===== config.mk =====
export PLATFORM = sky130hd
export DESIGN_NAME = dma_bus_arb
export DESIGN_NICKNAME = d
export VERILOG_FILES = /design/src/rtl/dma_bus_arb_pkg.sv /design/src/rtl/dma_bus_arb_sync2.sv /design/src/rtl/dma_bus_arb.sv
export SDC_FILE = /design/constraint.sdc
export NUM_CORES = 1
export LEC_CHECK = 0
export ABC_AREA = 1
export BUFFER_PORTS_ARGS = -buffer_cell sky130_fd_sc_hd__buf_4
export CORE_MARGIN = 1
export CORE_UTILIZATION = 50
export CTS_CLUSTER_DIAMETER = 200
export CTS_CLUSTER_SIZE = 24
export DETAILED_ROUTE_END_ITERATION = 8
export MAX_ROUTING_LAYER = met4
export PLACE_DENSITY = 0.78
export RECOVER_POWER = 25
export SYNTH_ARGS = -nofsm -noshare
export SYNTH_HDL_FRONTEND = slang
export SYNTH_SLANG_ARGS = --single-unit

===== constraint.sdc =====
create_clock -name i_clk -period 1.7 [get_ports i_clk]
set_clock_uncertainty 0.15 [all_clocks]
set_input_delay 0.085 -clock i_clk [delete_from_list [all_inputs] [get_ports i_clk]]
set_output_delay 0.085 -clock i_clk [all_outputs]
set_load 0.02 [all_outputs]

===== src/rtl/dma_bus_arb_pkg.sv =====
// dma_bus_arb_pkg: shared arbitration state encoding and default tenure constants
package dma_bus_arb_pkg;
  typedef enum logic [2:0] {
    ARB_IDLE      = 3'd0,
    ARB_REQ       = 3'd1,
    ARB_WAIT_IDLE = 3'd2,
    ARB_OWN       = 3'd3,
    ARB_RELEASE   = 3'd4
  } arb_state_e;
  localparam int DEF_MAX_BEATS      = 8;
  localparam int DEF_REARB_GAP      = 2;
  localparam int DEF_TIMEOUT_CYCLES = 255;
endpackage


===== src/rtl/dma_bus_arb_sync2.sv =====
// dma_bus_arb_sync2: two-flop synchronizer, async active-low reset, resets to 1 (negated)
module dma_bus_arb_sync2 (
  input  logic i_clk,
  input  logic i_rst_n,
  input  logic i_d,
  output logic o_q
);
  logic [1:0] r_ff;
  // shift the asynchronous input through two flops
  always_ff @(posedge i_clk or negedge i_rst_n)
    if (!i_rst_n) r_ff <= 2'b11;
    else          r_ff <= {r_ff[0], i_d};
  assign o_q = r_ff[1];
endmodule


===== src/rtl/dma_bus_arb.sv =====
// dma_bus_arb: 68030 bus arbitration sequencer for the SCSI DMA path; optional grant timeout via ARB_TIMEOUT_EN
module dma_bus_arb
  import dma_bus_arb_pkg::*;
#(
  parameter int MAX_BEATS      = DEF_MAX_BEATS,
  parameter int REARB_GAP      = DEF_REARB_GAP,
  parameter int TIMEOUT_CYCLES = DEF_TIMEOUT_CYCLES
) (
  input  logic       i_clk,
  input  logic       i_rst_n,
  input  logic       i_dma_req,
  input  logic       i_dma_done,
  input  logic       i_cycle_done,
  input  logic       i_bg_n,
  input  logic       i_as_n,
  input  logic [1:0] i_dsack_n,
  input  logic       i_sterm_n,
  input  logic       i_bgack_n,
  input  logic       i_berr_n,
  output logic       o_br_n,
  output logic       o_bgack_n,
  output logic       o_own_n,
  output logic       o_granted,
  output logic       o_arb_timeout
);
  if (MAX_BEATS < 1 || MAX_BEATS > 255 || REARB_GAP < 0 || REARB_GAP > 15 ||
      TIMEOUT_CYCLES < 1 || TIMEOUT_CYCLES > 255) begin : g_bad_param
    $error("dma_bus_arb: parameter out of range");
  end
  arb_state_e r_state, w_state_nx;
  logic       r_br_n, r_bgack_n, r_own_n, r_granted;
  logic       w_br_n_nx, w_bgack_n_nx, w_own_n_nx, w_granted_nx;
  logic [3:0] r_gap, w_gap_nx;
  logic [7:0] r_beats, w_beats_nx;
  logic       w_bg_s, w_bus_idle, w_exit;
  dma_bus_arb_sync2 u_bg_sync (
    .i_clk  (i_clk),
    .i_rst_n(i_rst_n),
    .i_d    (i_bg_n),
    .o_q    (w_bg_s)
  );
  assign w_bus_idle = i_as_n & (&i_dsack_n) & i_sterm_n & i_bgack_n;
  assign w_exit     = i_dma_done | (i_cycle_done & (r_beats == 8'(MAX_BEATS - 1))) | ~i_berr_n;
`ifdef ARB_TIMEOUT_EN
  logic [7:0] r_to;
  logic       r_arb_timeout, w_to_pulse;
  // count cycles spent waiting for grant; cleared whenever REQ is left
  always_ff @(posedge i_clk or negedge i_rst_n)
    if (!i_rst_n) begin
      r_to          <= 8'd0;
      r_arb_timeout <= 1'b0;
    end else begin
      r_to          <= (r_state == ARB_REQ && w_state_nx == ARB_REQ) ? r_to + 8'd1 : 8'd0;
      r_arb_timeout <= w_to_pulse;
    end
  assign o_arb_timeout = r_arb_timeout;
`else
  assign o_arb_timeout = 1'b0;
`endif
  // next state and next registered pin values
  always_comb begin
    w_state_nx   = r_state;
    w_br_n_nx    = r_br_n;
    w_bgack_n_nx = r_bgack_n;
    w_own_n_nx   = r_own_n;
    w_granted_nx = 1'b0;
    w_gap_nx     = r_gap - {3'd0, |r_gap};
    w_beats_nx   = r_beats;
`ifdef ARB_TIMEOUT_EN
    w_to_pulse   = 1'b0;
`endif
    case (r_state)
      ARB_IDLE:
        if (r_gap == 4'd0 && i_dma_req) begin
          w_state_nx = ARB_REQ;
          w_br_n_nx  = 1'b0;
        end
      ARB_REQ:
        if (!i_dma_req) begin
          w_state_nx = ARB_IDLE;
          w_br_n_nx  = 1'b1;
        end else if (!w_bg_s) begin
          w_state_nx = ARB_WAIT_IDLE;
`ifdef ARB_TIMEOUT_EN
        end else if (r_to == 8'(TIMEOUT_CYCLES - 1)) begin
          w_state_nx = ARB_IDLE;
          w_br_n_nx  = 1'b1;
          w_to_pulse = 1'b1;
          w_gap_nx   = 4'(REARB_GAP);
`endif
        end
      ARB_WAIT_IDLE:
        if (w_bus_idle) begin
          w_state_nx   = ARB_OWN;
          w_bgack_n_nx = 1'b0;
          w_own_n_nx   = 1'b0;
          w_br_n_nx    = 1'b1;
        end
      ARB_OWN: begin
        w_beats_nx   = r_beats + {7'd0, i_cycle_done};
        w_state_nx   = w_exit ? ARB_RELEASE : ARB_OWN;
        w_granted_nx = ~w_exit;
      end
      ARB_RELEASE: begin
        w_state_nx   = ARB_IDLE;
        w_bgack_n_nx = 1'b1;
        w_own_n_nx   = 1'b1;
        w_gap_nx     = 4'(REARB_GAP);
        w_beats_nx   = 8'd0;
      end
      default: w_state_nx = ARB_IDLE;
    endcase
  end
  // state, counters and all pin outputs registered; pins release asynchronously on reset
  always_ff @(posedge i_clk or negedge i_rst_n)
    if (!i_rst_n) begin
      r_state   <= ARB_IDLE;
      r_br_n    <= 1'b1;
      r_bgack_n <= 1'b1;
      r_own_n   <= 1'b1;
      r_granted <= 1'b0;
      r_gap     <= 4'd0;
      r_beats   <= 8'd0;
    end else begin
      r_state   <= w_state_nx;
      r_br_n    <= w_br_n_nx;
      r_bgack_n <= w_bgack_n_nx;
      r_own_n   <= w_own_n_nx;
      r_granted <= w_granted_nx;
      r_gap     <= w_gap_nx;
      r_beats   <= w_beats_nx;
    end
  assign o_br_n    = r_br_n;
  assign o_bgack_n = r_bgack_n;
  assign o_own_n   = r_own_n;
  assign o_granted = r_granted;
endmodule

### After elaboration in Yosys (flattened, before gate mapping)

Index checks and enable logic that the tools add are counted.

* add/sub/neg operators: 2
* multipliers: 0
* div/mod/pow operators: 0
* $lt $le $gt $ge: 0
* equality and inequality tests: 9
* shift-type cells: 0
* multiplexer cells: 15
* bitwise gates (word level): 8
* reduce and logical (&&, ||, !) cells: 11

Operators by type and width (count)
* 8-bit one-hot mux with 2 select lines: 1
* 3-bit 2-to-1 mux: 5
* 3-bit one-hot mux with 4 select lines: 1
* 8-bit by 1-bit adder with 8-bit output: 1
* 8-bit by 3-bit equality test with 1-bit output (second input constant): 1
* 3-bit by 2-bit equality test with 1-bit output (second input constant): 2
* 2-bit inequality test (second input constant): 3
* 1-bit 2-to-1 mux: 5
* 1-bit bitwise AND: 4
* 4-bit zero test: 1
* 4-bit 2-to-1 mux: 1
* 2-bit AND reduction: 2
* 4-bit AND reduction: 1
* 2-bit nonzero test: 2
* 4-bit OR reduction: 1
* 4-bit by 1-bit subtractor with 4-bit output: 1
* 3-bit by 1-bit equality test with 1-bit output (second input constant): 1
* 3-bit equality test (second input constant): 1
* 3-bit zero test: 1
* 3-bit inequality test (second input constant): 1
* 1-bit one-hot mux with 3 select lines: 1
* 3-bit AND reduction: 1
* 3-bit nonzero test: 1
* 1-bit inverter: 2
* 3 further kinds: 4

* register bits after elaboration: 20
* bits in latches: 0
* memory bits (writable): 0
* ROM bits: 0
* output and inout bits: 5
* word-level logic and storage cells: 52
* memories: 0

### Longest topological paths before layout

* depth after elaboration: 6
* gate-level depth with buffers: 8
* gate-level depth less buffers: 8

### Hierarchy

From an unflattened synthesis, not the netlist that was laid out.

* cell total of the unflattened synthesis: 133
* area, all modules: 1077.3 um2

Modules (own cells, without submodules)
* dma_bus_arb: instances 1, cells an instance 131, area an instance 1024.7 um2
* dma_bus_arb_sync2: instances 1, cells an instance 2, area an instance 52.6 um2

### Least setup slack after synthesis

No wires, ideal clock.

* path kind: flip-flop to flip-flop
* start point: register r_gap[1]
* end point: register r_gap[2]
* setup time: 0.128 ns
* arrival time: 1.109 ns
* data required time: 1.422 ns
* setup slack: 0.312 ns
* stages on the path, launching flop included: 7
* path buffers: 0
* clock period less this slack: 1.388 ns
* path through: dfrtp_1 > nor2_1 > nand2_1 > ha_1 > ha_1 > xnor2_1 > nor2_1

* word-level cells in the longest chain between the ends: 3

Ends and longest elaborated chain
* start: declaration: line dma_bus_arb.sv:33 `logic [3:0] r_gap, w_gap_nx;`
* start signal: assignment: line dma_bus_arb.sv:130 `r_gap <= w_gap_nx;`
* 4-bit OR reduction: line dma_bus_arb.sv:67 `w_gap_nx = r_gap - {3'd0, |r_gap};`
* 4-bit by 1-bit subtractor with 4-bit output (*): line dma_bus_arb.sv:67
* 4-bit 2-to-1 mux (*): line dma_bus_arb.sv:72 `case (r_state)`
* named net w_gap_nx[2]: line dma_bus_arb.sv:33

Mark *: on every way through the listed nets, which the timed path passes. The rest lies on a longest branch.
A chain may end at the register's enable or synchronous reset.

### Final worst setup path

* start point: input i_cycle_done
* end point: register r_beats[6]

* word-level cells in the longest chain between the ends: 2

Ends and longest elaborated chain
* start: declaration: line dma_bus_arb.sv:13 `input logic i_cycle_done,`
* 8-bit by 1-bit adder with 8-bit output: line dma_bus_arb.sv:100 `w_beats_nx = r_beats + {7'd0, i_cycle_done};`
* 8-bit one-hot mux with 2 select lines: line dma_bus_arb.sv:72
* end signal: assignment: line dma_bus_arb.sv:131 `r_beats <= w_beats_nx;`
* end: declaration: line dma_bus_arb.sv:34 `logic [7:0] r_beats, w_beats_nx;`

No other way between the ends.

==> flow_summary.json <==
{
  "status": "completed",
  "drive_above_1_share_pct": 18.6,
  "die_height_microns": 48.4,
  "coreArea_sq_mm": 0.00200,
  "clockBufferDepth": 2,
  "yosys-top-cells-area": "dfrtp_1, nand2_1, dfstp_2",
  "ys_async_sr_fraction_pct": 100,
  "fin_crit_ns": 1.53,
  "grt_use_total_pct": 19.8,
  "utilization_pct": 64.6,
  "drv_slew": 0,
  "initial_core_util_pct": 53.9,
  "max-cap-violations": 0,
  "rows": 16,
  "setup_violations": 0,
  "fmax_mhz": 655,
  "rsz0062_at_grt": "no",
  "tightest_slew_ns": 1.04,
  "postSynthAreaPerCell_sq_um": 8.05,
  "clk_pin_slew_ns": 0.11,
  "gp_congestion": 0.870,
  "cts_setup_buffers": 0,
  "drtIter0Drc": 18,
  "drtPass1Iterations": 4,
  "fin_tns_setup_ns": 0,
  "end_kind": "flip-flop",
  "syn_inst": 134,
  "crit_required_ns": 1.74,
  "synth_seq_cells": 20,
  "layout.nets": 173,
  "cts_sinks": 20,
  "start_kind": "primary input",
  "most-common-layout-cells": "nand2_1, inv_1, dfrtp_1",
  "fin_crit_sh_pct": 89.8,
  "synth-edff-count": 0,
  "postRouteAntennaNets": 0,
  "synthDistinctLibCells": 22,
  "root_buffer": "clkbuf_4",
  "worstSetupPathType": "in -> reg",
  "ios": 17,
  "synth_top_cell_by_area": "dfrtp_1",
  "yosys.area.top_type_share_pct": 37.1,
  "ir_worst_vdd_mv": 0.871,
  "hp-class": "in -> reg",
  "netlist_area_sq_mm": 0.00108,
  "wl_microns": 1930,
  "tritoncts": "yes",
  "cts_buffers": 3,
  "die-area_sq_mm": 0.00235,
  "total_leakage_power_nw": 0.665,
  "synth_top_flop_cell": "dfrtp_1",
  "critPathMaxFanout": 3,
  "die_w_microns": 48.4,
  "dp_hpwl_microns": 1420,
  "clk_latency_ns": 0.30,
  "slew_headroom_pct": 30.7,
  "area_growth_pct": 20.0,
  "cts_max_level": 1,
  "syn_nets": 150,
  "vias_per_cell": 4.97,
  "antenna_found_initial": 0,
  "post_drt_wl_per_cell_microns": 10.5,
  "globalRouteOverflowTotal": 0,
  "port_buffers": 15,
  "grt_pass1_wl_microns": 3470,
  "n_antenna_cell": 0,
  "p_per_area_mw_per_mm2": 1470,
  "yosys_warnings": 0,
  "final_common_cell": "nand2_1",
  "grt_start_max_net_pins": 21,
  "synth_seq_area_share_pct": 46.9,
  "hold_viol_final": 0,
  "grt_pass1_vias": 837,
  "cp.arrival_ns": 1.57,
  "vias": 910,
  "drcViolationCount": 0
}
area by class of cell:
cell class / instances / area [sq um]
clock buffer: 4 / 36.3
fill: 170 / 708
inverter: 21 / 83.8
multi-input combinational: 90 / 465
sequential: 20 / 505
tap: 27 / 33.8
timing repair buffer: 21 / 169
kinds of logic (layout without fill, tap and decap cells):
kind of cell | count (synthesis) | after routing | synth area share [%]
other | 1 | 1 | 0.348
flip-flops | 20 | 20 | 46.9
adder cells (fa/ha/maj) | 4 | 4 | 4.64
AO/OA/AOI/OAI | 15 | 15 | 6.96
AND/OR/NAND/NOR | 68 | 68 | 29.4
XOR/XNOR | 2 | 2 | 1.62
buffers and inverters | 24 | 46 | 10.2
flip-flops by register name, indices dropped and copies added (netlist names):
signal and flops:
o_br_n 1, o_granted 1, o_own_n 1, r_beats 8, r_gap 4, r_state 3
u_bg_sync.r_ff 2
synth_stat cells, drive strengths merged, types with 2 or more instances:
cell type  count
nand2         33
inv           20
a21oi          2
nand4          3
buf            3
nand3         11
o21ai         13
dfrtp         16
ha             4
nor2          16
nor3           5
dfstp          4
where the power goes:
part	switching [W]	leakage (nW)	internal, W
Sequential	0.000170	0.249	0.000671
Combinational	0.000462	0.395	0.000325
Clock	0.000140	0.0210	0.000131
Total	0.000772	0.665	0.00113
layer usage:
layer,GRT usage (%),vias to the layer above,routed length (microns)
li1,-,472,-
met1,24.8,412,883
met2,31.9,24,942
met3,3.14,2,84
met4,8.82,0,14
met5,-,-,0
critical path, cell delays in order:
cell           delay [ns]
dlygate4sd3_1        0.54
buf_4                0.14
ha_1                 0.21
ha_1                 0.21
nand4_1              0.14
nor3_2               0.06
o21ai_0              0.14
inv_1                0.05
worst paths after layout:
path                                             start                          end  slack [ns]  depth (start not counted)
max reg2reg                         r_gap[2]$_DFF_PN0_           r_gap[2]$_DFF_PN0_        0.20                          6
max in group asynchronous                      i_rst_n       r_beats[4]$_DFFE_PN0P_        0.44                          2
min in group asynchronous                      i_rst_n           r_gap[2]$_DFF_PN0_        0.33                          2
max                                       i_cycle_done       r_beats[6]$_DFFE_PN0P_        0.17                          8
min reg2reg                u_bg_sync.r_ff[0]$_DFF_PN1_  u_bg_sync.r_ff[1]$_DFF_PN1_        0.21                          0
min                                           i_berr_n          o_granted$_DFF_PN0_        0.02                          5
through the flow:
stage | area, sq um | instances | hold slack, ns | total power [W] | worst slack (ns)
final | 1290 | 183 | 0.0162 | 0.00190 | 0.173
after global routing | 1290 | 183 | 0.0612 | 0.00208 | 0.0550
after CTS | 1290 | 183 | 0.000301 | 0.00191 | 0.146
after global placement | 1200 | 173 | -0.177 | 0.00159 | 0.214
after detailed placement | 1200 | 173 | -0.174 | 0.00162 | 0.168
after floorplan | 1080 | 134 | -0.361 | 0.00143 | 0.312
what timing repair did:
action	CTS	global route
endpoints found under the hold margin	25	0
setup endpoints to repair	0	1
hold buffers	6	0
gates resized for setup	0	1
(Power assumes the default switching activity.)
